===== src/rtl/snn_pkg.sv =====
// Shared definitions for the SNN readout blocks: default widths of the
// argmax node record {present, index, value} and small elaboration helpers.
package snn_pkg;

    // Ceiling log2, never below 1, so a 2-lane tree still has one level.
    function automatic int clog2(input int n);
        int r;
        int v;
        r = 0;
        v = n - 1;
        while (v > 0) begin
            r = r + 1;
            v = v >> 1;
        end
        return (r < 1) ? 1 : r;
    endfunction

    localparam int SNN_VALUE_W   = 19;
    localparam int SNN_NUM_IN    = 10;
    localparam int SNN_PRESENT_W = 1;
    localparam int SNN_IDX_W     = clog2(SNN_NUM_IN);
    localparam int SNN_NODE_W    = SNN_PRESENT_W + SNN_IDX_W + SNN_VALUE_W;

    // Bit offset of a lane inside a flat bus of equal-width lanes.
    function automatic int lane_lsb(input int lane, input int width);
        return lane * width;
    endfunction

endpackage


===== src/rtl/argmax_node.sv =====
// One registered node of the argmax reduction tree. Picks the larger of two
// children, preferring the left (lower lane) child on a tie, and ignores a
// child whose present bit is clear.
module argmax_node
    import snn_pkg::*;
#(
    parameter int p_width = SNN_VALUE_W,
    parameter int p_idx_w = SNN_IDX_W
) (
    input  logic               i_clk,
    input  logic               i_rst_n,
    input  logic               i_flush,
    input  logic               i_left_valid,
    input  logic               i_left_present,
    input  logic [p_width-1:0] i_left_value,
    input  logic [p_idx_w-1:0] i_left_index,
    input  logic               i_right_valid,
    input  logic               i_right_present,
    input  logic [p_width-1:0] i_right_value,
    input  logic [p_idx_w-1:0] i_right_index,
    output logic               o_valid,
    output logic               o_present,
    output logic [p_width-1:0] o_value,
    output logic [p_idx_w-1:0] o_index
);

    logic               w_pickRight;
    logic               r_valid;
    logic               r_present;
    logic [p_width-1:0] r_value;
    logic [p_idx_w-1:0] r_index;

    // Right child wins only if it is present and either the left is absent or strictly larger.
    always_comb begin
        w_pickRight = 1'b0;
        if (i_right_present && (!i_left_present || (i_right_value > i_left_value))) begin
            w_pickRight = 1'b1;
        end
    end

    // Register the selected child; valid is killed by reset or flush.
    always_ff @(posedge i_clk) begin
        if (!i_rst_n) begin
            r_valid   <= 1'b0;
            r_present <= 1'b0;
            r_value   <= '0;
            r_index   <= '0;
        end else begin
            r_valid   <= i_left_valid & i_right_valid & ~i_flush;
            r_present <= i_left_present | i_right_present;
            r_value   <= w_pickRight ? i_right_value : i_left_value;
            r_index   <= w_pickRight ? i_right_index : i_left_index;
        end
    end

    assign o_valid   = r_valid;
    assign o_present = r_present;
    assign o_value   = r_value;
    assign o_index   = r_index;

endmodule


===== src/rtl/argmax_tree_pipe.sv =====
// Pipelined N-input argmax for the SNN readout. Lanes are padded to a power
// of two and reduced by a heap-indexed binary tree of registered nodes (node
// n has children 2n and 2n+1, leaves at NLEAF..2*NLEAF-1, root at 1). The
// threshold rides a delay line alongside, and a final stage applies it.
module argmax_tree_pipe
    import snn_pkg::*;
#(
    parameter int p_width  = SNN_VALUE_W,
    parameter int p_num_in = SNN_NUM_IN,
    parameter int p_idx_w  = SNN_IDX_W
) (
    input  logic                         i_clk,
    input  logic                         i_rst_n,
    input  logic                         i_valid,
    input  logic [p_num_in*p_width-1:0]  i_data,
    input  logic [p_num_in-1:0]          i_mask,
    input  logic [p_width-1:0]           i_thresh,
    input  logic                         i_flush,
    output logic                         o_valid,
    output logic [p_width-1:0]           o_result,
    output logic [p_num_in-1:0]          o_index,
    output logic [p_idx_w-1:0]           o_index_bin,
    output logic                         o_hit
);

    localparam int L     = clog2(p_num_in);
    localparam int NLEAF = 1 << L;
    localparam int NNODE = 2 * NLEAF;

    logic               w_valid   [1:NNODE-1];
    logic               w_present [1:NNODE-1];
    logic [p_width-1:0] w_value   [1:NNODE-1];
    logic [p_idx_w-1:0] w_index   [1:NNODE-1];

    logic [p_num_in-1:0] w_oneHot;
    logic [p_width-1:0]  r_thrPipe [0:L-1];

    logic                r_outValid;
    logic [p_width-1:0]  r_result;
    logic [p_num_in-1:0] r_index;
    logic [p_idx_w-1:0]  r_indexBin;
    logic                r_hit;

    genvar g;

    // Leaves: real lanes take their mask bit, padding lanes are never present.
    for (g = 0; g < NLEAF; g++) begin : gLeaf
        if (g < p_num_in) begin : gReal
            assign w_present[NLEAF+g] = i_mask[g];
            assign w_value[NLEAF+g]   = i_data[lane_lsb(g, p_width) +: p_width];
        end else begin : gPad
            assign w_present[NLEAF+g] = 1'b0;
            assign w_value[NLEAF+g]   = '0;
        end
        assign w_index[NLEAF+g] = p_idx_w'(g);
        assign w_valid[NLEAF+g] = i_valid;
    end

    // Internal nodes: one register stage per tree level.
    for (g = 1; g < NLEAF; g++) begin : gNode
        argmax_node #(
            .p_width (p_width),
            .p_idx_w (p_idx_w)
        ) uNode (
            .i_clk           (i_clk),
            .i_rst_n         (i_rst_n),
            .i_flush         (i_flush),
            .i_left_valid    (w_valid[2*g]),
            .i_left_present  (w_present[2*g]),
            .i_left_value    (w_value[2*g]),
            .i_left_index    (w_index[2*g]),
            .i_right_valid   (w_valid[2*g+1]),
            .i_right_present (w_present[2*g+1]),
            .i_right_value   (w_value[2*g+1]),
            .i_right_index   (w_index[2*g+1]),
            .o_valid         (w_valid[g]),
            .o_present       (w_present[g]),
            .o_value         (w_value[g]),
            .o_index         (w_index[g])
        );
    end

    // Threshold delay line, L deep so it lines up with the root of the tree.
    always_ff @(posedge i_clk) begin
        r_thrPipe[0] <= i_thresh;
        for (int s = 1; s < L; s++) begin
            r_thrPipe[s] <= r_thrPipe[s-1];
        end
    end

    // Decode the root's binary index to one-hot over the real lanes.
    always_comb begin
        w_oneHot = '0;
        for (int k = 0; k < p_num_in; k++) begin
            if (w_index[1] == p_idx_w'(k)) begin
                w_oneHot[k] = 1'b1;
            end
        end
    end

    // Output stage: apply threshold and force everything to zero unless a present winner is valid.
    always_ff @(posedge i_clk) begin
        if (!i_rst_n || i_flush) begin
            r_outValid <= 1'b0;
            r_result   <= '0;
            r_index    <= '0;
            r_indexBin <= '0;
            r_hit      <= 1'b0;
        end else begin
            r_outValid <= w_valid[1];
            if (w_valid[1] && w_present[1]) begin
                r_result   <= w_value[1];
                r_index    <= w_oneHot;
                r_indexBin <= w_index[1];
                r_hit      <= (w_value[1] >= r_thrPipe[L-1]);
            end else begin
                r_result   <= '0;
                r_index    <= '0;
                r_indexBin <= '0;
                r_hit      <= 1'b0;
            end
        end
    end

    assign o_valid     = r_outValid;
    assign o_result    = r_result;
    assign o_index     = r_index;
    assign o_index_bin = r_indexBin;
    assign o_hit       = r_hit;

endmodule


===== config.mk =====
export PLATFORM = sky130hd
export DESIGN_NAME = argmax_tree_pipe
export DESIGN_NICKNAME = d
export VERILOG_FILES = /design/src/rtl/snn_pkg.sv /design/src/rtl/argmax_node.sv /design/src/rtl/argmax_tree_pipe.sv
export SDC_FILE = /design/constraint.sdc
export NUM_CORES = 1
export LEC_CHECK = 0
export CAP_MARGIN = 25
export CORE_ASPECT_RATIO = 1.25
export CORE_MARGIN = 4
export CORE_UTILIZATION = 63
export CTS_CLUSTER_DIAMETER = 80
export DETAILED_ROUTE_END_ITERATION = 8
export GPL_TIMING_DRIVEN = 0
export PLACE_DENSITY = 0.87
export RECOVER_POWER = 50
export SLEW_MARGIN = 20
export SYNTH_ARGS = -nofsm -noshare
export SYNTH_HDL_FRONTEND = slang
export SYNTH_HIERARCHICAL = 1
export SYNTH_SLANG_ARGS = --single-unit

===== constraint.sdc =====
create_clock -name i_clk -period 4.75 [get_ports i_clk]
set_clock_uncertainty 0.2 [all_clocks]
set_input_delay 0.7125 -clock i_clk [delete_from_list [all_inputs] [get_ports i_clk]]
set_output_delay 0.7125 -clock i_clk [all_outputs]
set_load 0.01 [all_outputs]

# Word level (Yosys, flattened, before mapping)
# Memory sizes are Yosys's and may differ from the RTL's.
# Cells that the tools add are included.
[totals] out_inout_bits=35 elab_cells=146 ram_bits=76 inputBits=223 mem_count=1 register_bits=303
[mem_list] memory="r_thrPipe" depth=4 word_bits=19 read_ports=4 rd_clocked_by_memory_dff=0 wr=4 line="argmax_tree_pipe.sv:36" rtl="logic [p_width-1:0] r_thrPipe [0:L-1];"
[op_classes] bitwise=15 magnitude_cmp=10 n_mux=37 n_reduce_logical=32 n_eq_ne=9
[op_table] operator="$gt A19 B19 Y1" count=9
[op_table] operator="$mux W19" count=9
[op_table] operator="$mux W1" count=24
[op_table] operator="$ge A19 B19 Y1" count=1
[op_table] operator="$eq A4 B3 Y1 const B" count=4
[op_table] operator="$mux W4" count=4
[op_table] operator="$logic_and A1 B1 Y1" count=10
[op_table] operator="$logic_not A1 Y1" count=10
[op_table] operator="$logic_or A1 B1 Y1" count=10
[op_table] operator="$or A1 B1 Y1" count=9
[op_table] operator="$eq A4 B2 Y1 const B" count=2
[op_table] operator="$eq A4 B4 Y1 const B" count=2
[op_table] operator="$and A1 B1 Y1" count=4
[op_table] operator="$eq A4 B1 Y1 const B" count=1
[op_table] operator="$logic_not A4 Y1" count=1
[op_table] operator="$not A1 Y1" count=2
[op_table] operator="$reduce_or A2 Y1" count=1

# Logic depth before layout (Yosys ltp)
[logic_depth] word_depth=5 mapped_depth=10 mapped_depth_nobuf=8

# Hierarchy
# The synthesis kept the hierarchy.
[by_module_without_submodules] module="argmax_node" area_per_inst_um2=1506.4 instances=15 cells_each=171
[by_module_without_submodules] module="argmax_tree_pipe" area_per_inst_um2=3002.9 instances=1 cells_each=229

# Least setup slack after synthesis
# Ideal clock, no wire load.
[synth_path] path_type="input port to flip-flop" start="input port i_data[94]" end="register gNode[10].uNode.r_index[0]" t_arrival_ns=2.516 setup_ns=0.118 path_buffers=2 stages=9 slack_ns=1.915 path_cell_list="inv_1 ha_1 nand3_1 or3_1 or4_1 and3_1 buf_6 buf_12 mux2i_1"
[synth_between] elab_chain_len=5
[synth_lines] item="start, declared" line="argmax_tree_pipe.sv:15" rtl="input logic [p_num_in*p_width-1:0] i_data,"
[synth_lines] item="$gt A19 B19 Y1" line="argmax_node.sv:36" rtl="if (i_right_present && (!i_left_present || (i_right_value > i_left_value))) begin"
[synth_lines] item="$logic_or A1 B1 Y1" line="argmax_node.sv:36"
[synth_lines] item="$logic_and A1 B1 Y1" line="argmax_node.sv:36"
[synth_lines] item="$mux W1" line="argmax_node.sv:36"
[synth_lines] item="$mux W1" line="argmax_node.sv:52" rtl="r_index <= w_pickRight ? i_right_index : i_left_index;"
[synth_lines] item="end signal, assigned" line="argmax_node.sv:52"
[synth_lines] item="end, declared" line="argmax_node.sv:31" rtl="logic [p_idx_w-1:0] r_index;"
# Every way passes these cells.
# A chain may end at the register's enable or synchronous reset.

# Worst setup path in the final report
[layout_path] start="register gNode[2].uNode.r_value[17]" end="register gNode[1].uNode.r_value[5]"
[layout_between] elab_chain_len=5
[layout_lines] item="start, declared" line="argmax_node.sv:30" rtl="logic [p_width-1:0] r_value;"
[layout_lines] item="start signal, assigned" line="argmax_node.sv:51" rtl="r_value <= w_pickRight ? i_right_value : i_left_value;"
[layout_lines] item="$gt A19 B19 Y1" line="argmax_node.sv:36"
[layout_lines] item="$logic_or A1 B1 Y1" line="argmax_node.sv:36"
[layout_lines] item="$logic_and A1 B1 Y1" line="argmax_node.sv:36"
[layout_lines] item="$mux W1" line="argmax_node.sv:36"
[layout_lines] item="$mux W19" line="argmax_node.sv:51"
[layout_lines] item="end signal, assigned" line="argmax_node.sv:51"
[layout_lines] item="end, declared" line="argmax_node.sv:30"
# Every way passes these cells.

==> results.sh <==
export IMPL_clock_latency_ps=570
export IMPL_place_port_buffers=257
export IMPL_htree_levels=2
export IMPL_synth_top_area_frac=0.380
export IMPL_yosys_warnings=6
export IMPL_avgRoutedWirePerCell_um=16.4
export IMPL_fmax_mhz=310
export IMPL_nets=3929
export IMPL_synthFlopType="dfxtp_1"
export IMPL_cpPeakStageDelay_ps=520
export IMPL_cellLeakagePower_nw=14.4
export IMPL_ys_types=42
export IMPL_cp_end_kind="flip-flop"
export IMPL_cts_num_sinks=486
export IMPL_reg2reg_to="gNode[1].uNode/o_value[5]"
export IMPL_min_from="r_thrPipe[1][8]"
export IMPL_synth_seq_cells=486
export IMPL_r2r_slack_ps=1520
export IMPL_clock_root_buffer="clkbuf_16"
export IMPL_clkTransAtPathRegs_ps=60
export IMPL_drt_pass1_iter_count=6
export IMPL_path_delay_family="simple AND/OR/NAND/NOR gates"
export IMPL_critical_path_cell_chain="inv_1, ha_1, nand3_1, or3_1, or4_1, and3_1, clkbuf_1, clkbuf_1, mux2i_1"
export IMPL_initial_core_util=0.638
export IMPL_dieArea_um2=43900
export IMPL_post_route_min_period_ps=3230
export IMPL_cts_buffer_depth=3
export IMPL_rsz0062_at_grt="false"
export IMPL_hold_viol_final=0
export IMPL_gp_congestion=0.934
export IMPL_yosys_area_top_type="dfxtp_1"
export IMPL_ios=258
export IMPL_synthesis_area_um2=25600
export IMPL_cts_resized=0
export IMPL_p_clk_frac=0.358
export IMPL_yosysMostFrequentCell="nand2_1"
export IMPL_power_density_nw_per_um2=318
export IMPL_drive_above_1_share=0.0367
export IMPL_setup_viol=0
export IMPL_routed_via_density=5.14
export IMPL_ir_drop_v=0.000304
export IMPL_tightest_slew_ps=735
export IMPL_post_place_ws_ps=1010
export IMPL_synthCells=2794
export IMPL_min_path_cells=0
export IMPL_synthTopCellsByCount="nand2_1 (727), dfxtp_1 (486), mux2i_1 (345)"
export IMPL_cp_arrival_ps=3440
export IMPL_hpwl_um=50800
export IMPL_synth_edff_count=0
export IMPL_crit_buf_inv=3
export IMPL_hold_path_end="r_thrPipe[2][8]"
export IMPL_status="finished, final reports clean"
export IMPL_switchingPower_mw=2.65
export IMPL_path_max_fanout=10
export IMPL_grt_usage=0.290
export IMPL_postCtsSetupBuffers=0
export IMPL_max_slew_margin=0.510
export IMPL_worst_hold_path_type="flip-flop to flip-flop"
export IMPL_routed_via_count=20400
export IMPL_yosys_area_share_adder=0.149
export IMPL_coreArea_um2=40100
export IMPL_slowest_stage="or4_1"
export IMPL_ys_seq_area_frac=0.380
export IMPL_cts_buffers=44
export IMPL_worstPathRequired_ps=4960
export IMPL_grt_max_degree=47
export IMPL_drtIter0Drc=1043
export IMPL_swShare=0.266
export IMPL_globalRouteOverflowTotal=0
export IMPL_tns_ps=0
export IMPL_cp_common_cell="clkbuf_1"
export IMPL_synthSimpleGateAreaFrac=0.169
export IMPL_die_y_um=233
export IMPL_synthXorXnorAreaFrac=0
export IMPL_max_cap_violations=0
export IMPL_drc=0
export IMPL_ant_nets=0
export IMPL_power_frac_seq=0.457
export IMPL_antenna_found_initial=1
export IMPL_crit_type="flip-flop to flip-flop"
export IMPL_synth_mux_area_frac=0.135
export IMPL_syn2layout_area_growth_pct=22.0
export IMPL_intPower_mw=7.29
export IMPL_avgSynthCellArea_um2=9.16
export IMPL_synth_compound_area_share=0.0602
export IMPL_startpoint_type="flip-flop"
export IMPL_rr_worst_depth=9
export IMPL_fin_crit_sh=0.679
export IMPL_synth_top_family_by_area="simple AND/OR/NAND/NOR gates"
export IMPL_synth_area_leaders="dfxtp_1 (38%), ha_1 (15%), mux2i_1 (13%)"
export IMPL_timing_final_ws_setup_ps=1520
export IMPL_r2r_start="gNode[2].uNode/o_value[17]"
export IMPL_postSynth_asyncResetShare=0
export IMPL_ctsHoldBuffers=0
export IMPL_pwr_share_comb=0.185
export IMPL_fillers=2697
export IMPL_finalMaxSlewViolations=0
export IMPL_num_rows=82
export IMPL_finalWirelength_um=65200
export IMPL_grt_pass1_vias=21200
export IMPL_die_width_um=188
export IMPL_cts_tree="built"
export IMPL_grt_pass1_wl_um=105000
==> registers in the layout (all words and copies together), names as in the netlist <==
name                   cells
o_hit                      1
r_thrPipe                 76
gNode.uNode/o_present     15
gNode.uNode/o_index       60
o_index                   10
gNode.uNode/o_value      285
o_result                  19
o_valid                    1
gNode.uNode/o_valid       15
o_index_bin                4
==> cells by family (layout without fill, tap and decap cells) <==
family / count (synthesis) / in the layout
and+or+nand+nor: 974 / 974
buffers and inverters: 430 / 764
DFF: 486 / 486
adders and majority gates: 304 / 304
other: 2 / 308
AOI/OAI and AO/OA: 253 / 253
muxes: 345 / 345
==> final cells by class <==
type                            count  area, µm²  share of cell area
Multi-Input combinational cell   2183      14300               0.456
Tap cell                          546        683              0.0219
Clock inverter                     14        175             0.00561
Clock buffer                       63       1290              0.0414
Sequential cell                   486       9730               0.312
Inverter                          305       1140              0.0367
Buffer                            125       1380              0.0441
Antenna cell                        1       2.50           0.0000801
Timing Repair Buffer              257       2570              0.0823
==> worst reg2reg max path, cell delays in order (launching register included) <==
cell      delay (ps)
dfxtp_1          340
inv_1             50
ha_1             290
nand3_1          110
or3_1            390
or4_1            520
and3_1           170
clkbuf_1         170
clkbuf_1         360
mux2i_1          470
==> layout by cell type (no fill, tap or decap), types with 46 or more instances in the layout <==
master,instances
nand2_1,729
dfxtp_1,486
mux2i_1,345
conb_1,307
inv_1,305
ha_1,304
clkdlybuf4s50_1,201
a21oi_1,112
dlygate4sd3_1,100
o21ai_0,46
nand4_1,46
==> worst max-delay path by stage <==
stage / to / cells past startpoint / from
floorplan: gNode[10].uNode/o_index[0] / 9 / i_data[94]
global placement: gNode[1].uNode/o_value[6] / 5 / i_rst_n
detailed placement: gNode[10].uNode/o_value[8] / 10 / i_data[94]
CTS: gNode[10].uNode/o_value[8] / 10 / i_data[94]
global route: gNode[1].uNode/o_value[6] / 9 / gNode[2].uNode/o_value[17]
finish: gNode[1].uNode/o_value[5] / 9 / gNode[2].uNode/o_value[17]
==> stage by stage <==
step                       util  std cells  hold slack [ps]  area (µm²)  total power [mW]
after global placement    0.748       3902              110       30000              6.35
after floorplan               -       3099              110       26700              5.81
after detailed placement  0.748       3902              112       30000              6.41
after CTS                 0.784       3979              127       31500              9.96
final                     0.778       3980              126       31200              9.94
after global routing      0.778       3980              132       31200              10.4
==> power by group through the flow <==
stage               logic (mW)  clock network (mW)  registers (mW)
detailed placement        1.79                   0            4.62
global placement          1.74                   0            4.61
floorplan                 1.28                   0            4.53
CTS                       1.81                3.62            4.54
global route              2.05                3.76            4.56
finish                    1.84                3.56            4.54
==> routing by layer <==
metal | up-vias | GRT usage | routed length [µm]
li1 | 10300 | - | -
met1 | 9508 | 0.343 | 27300
met2 | 537 | 0.543 | 32900
met3 | 137 | 0.0305 | 2680
met4 | 0 | 0.104 | 2310
met5 | - | 0 | 0
Power figures use the tool's default switching activity.
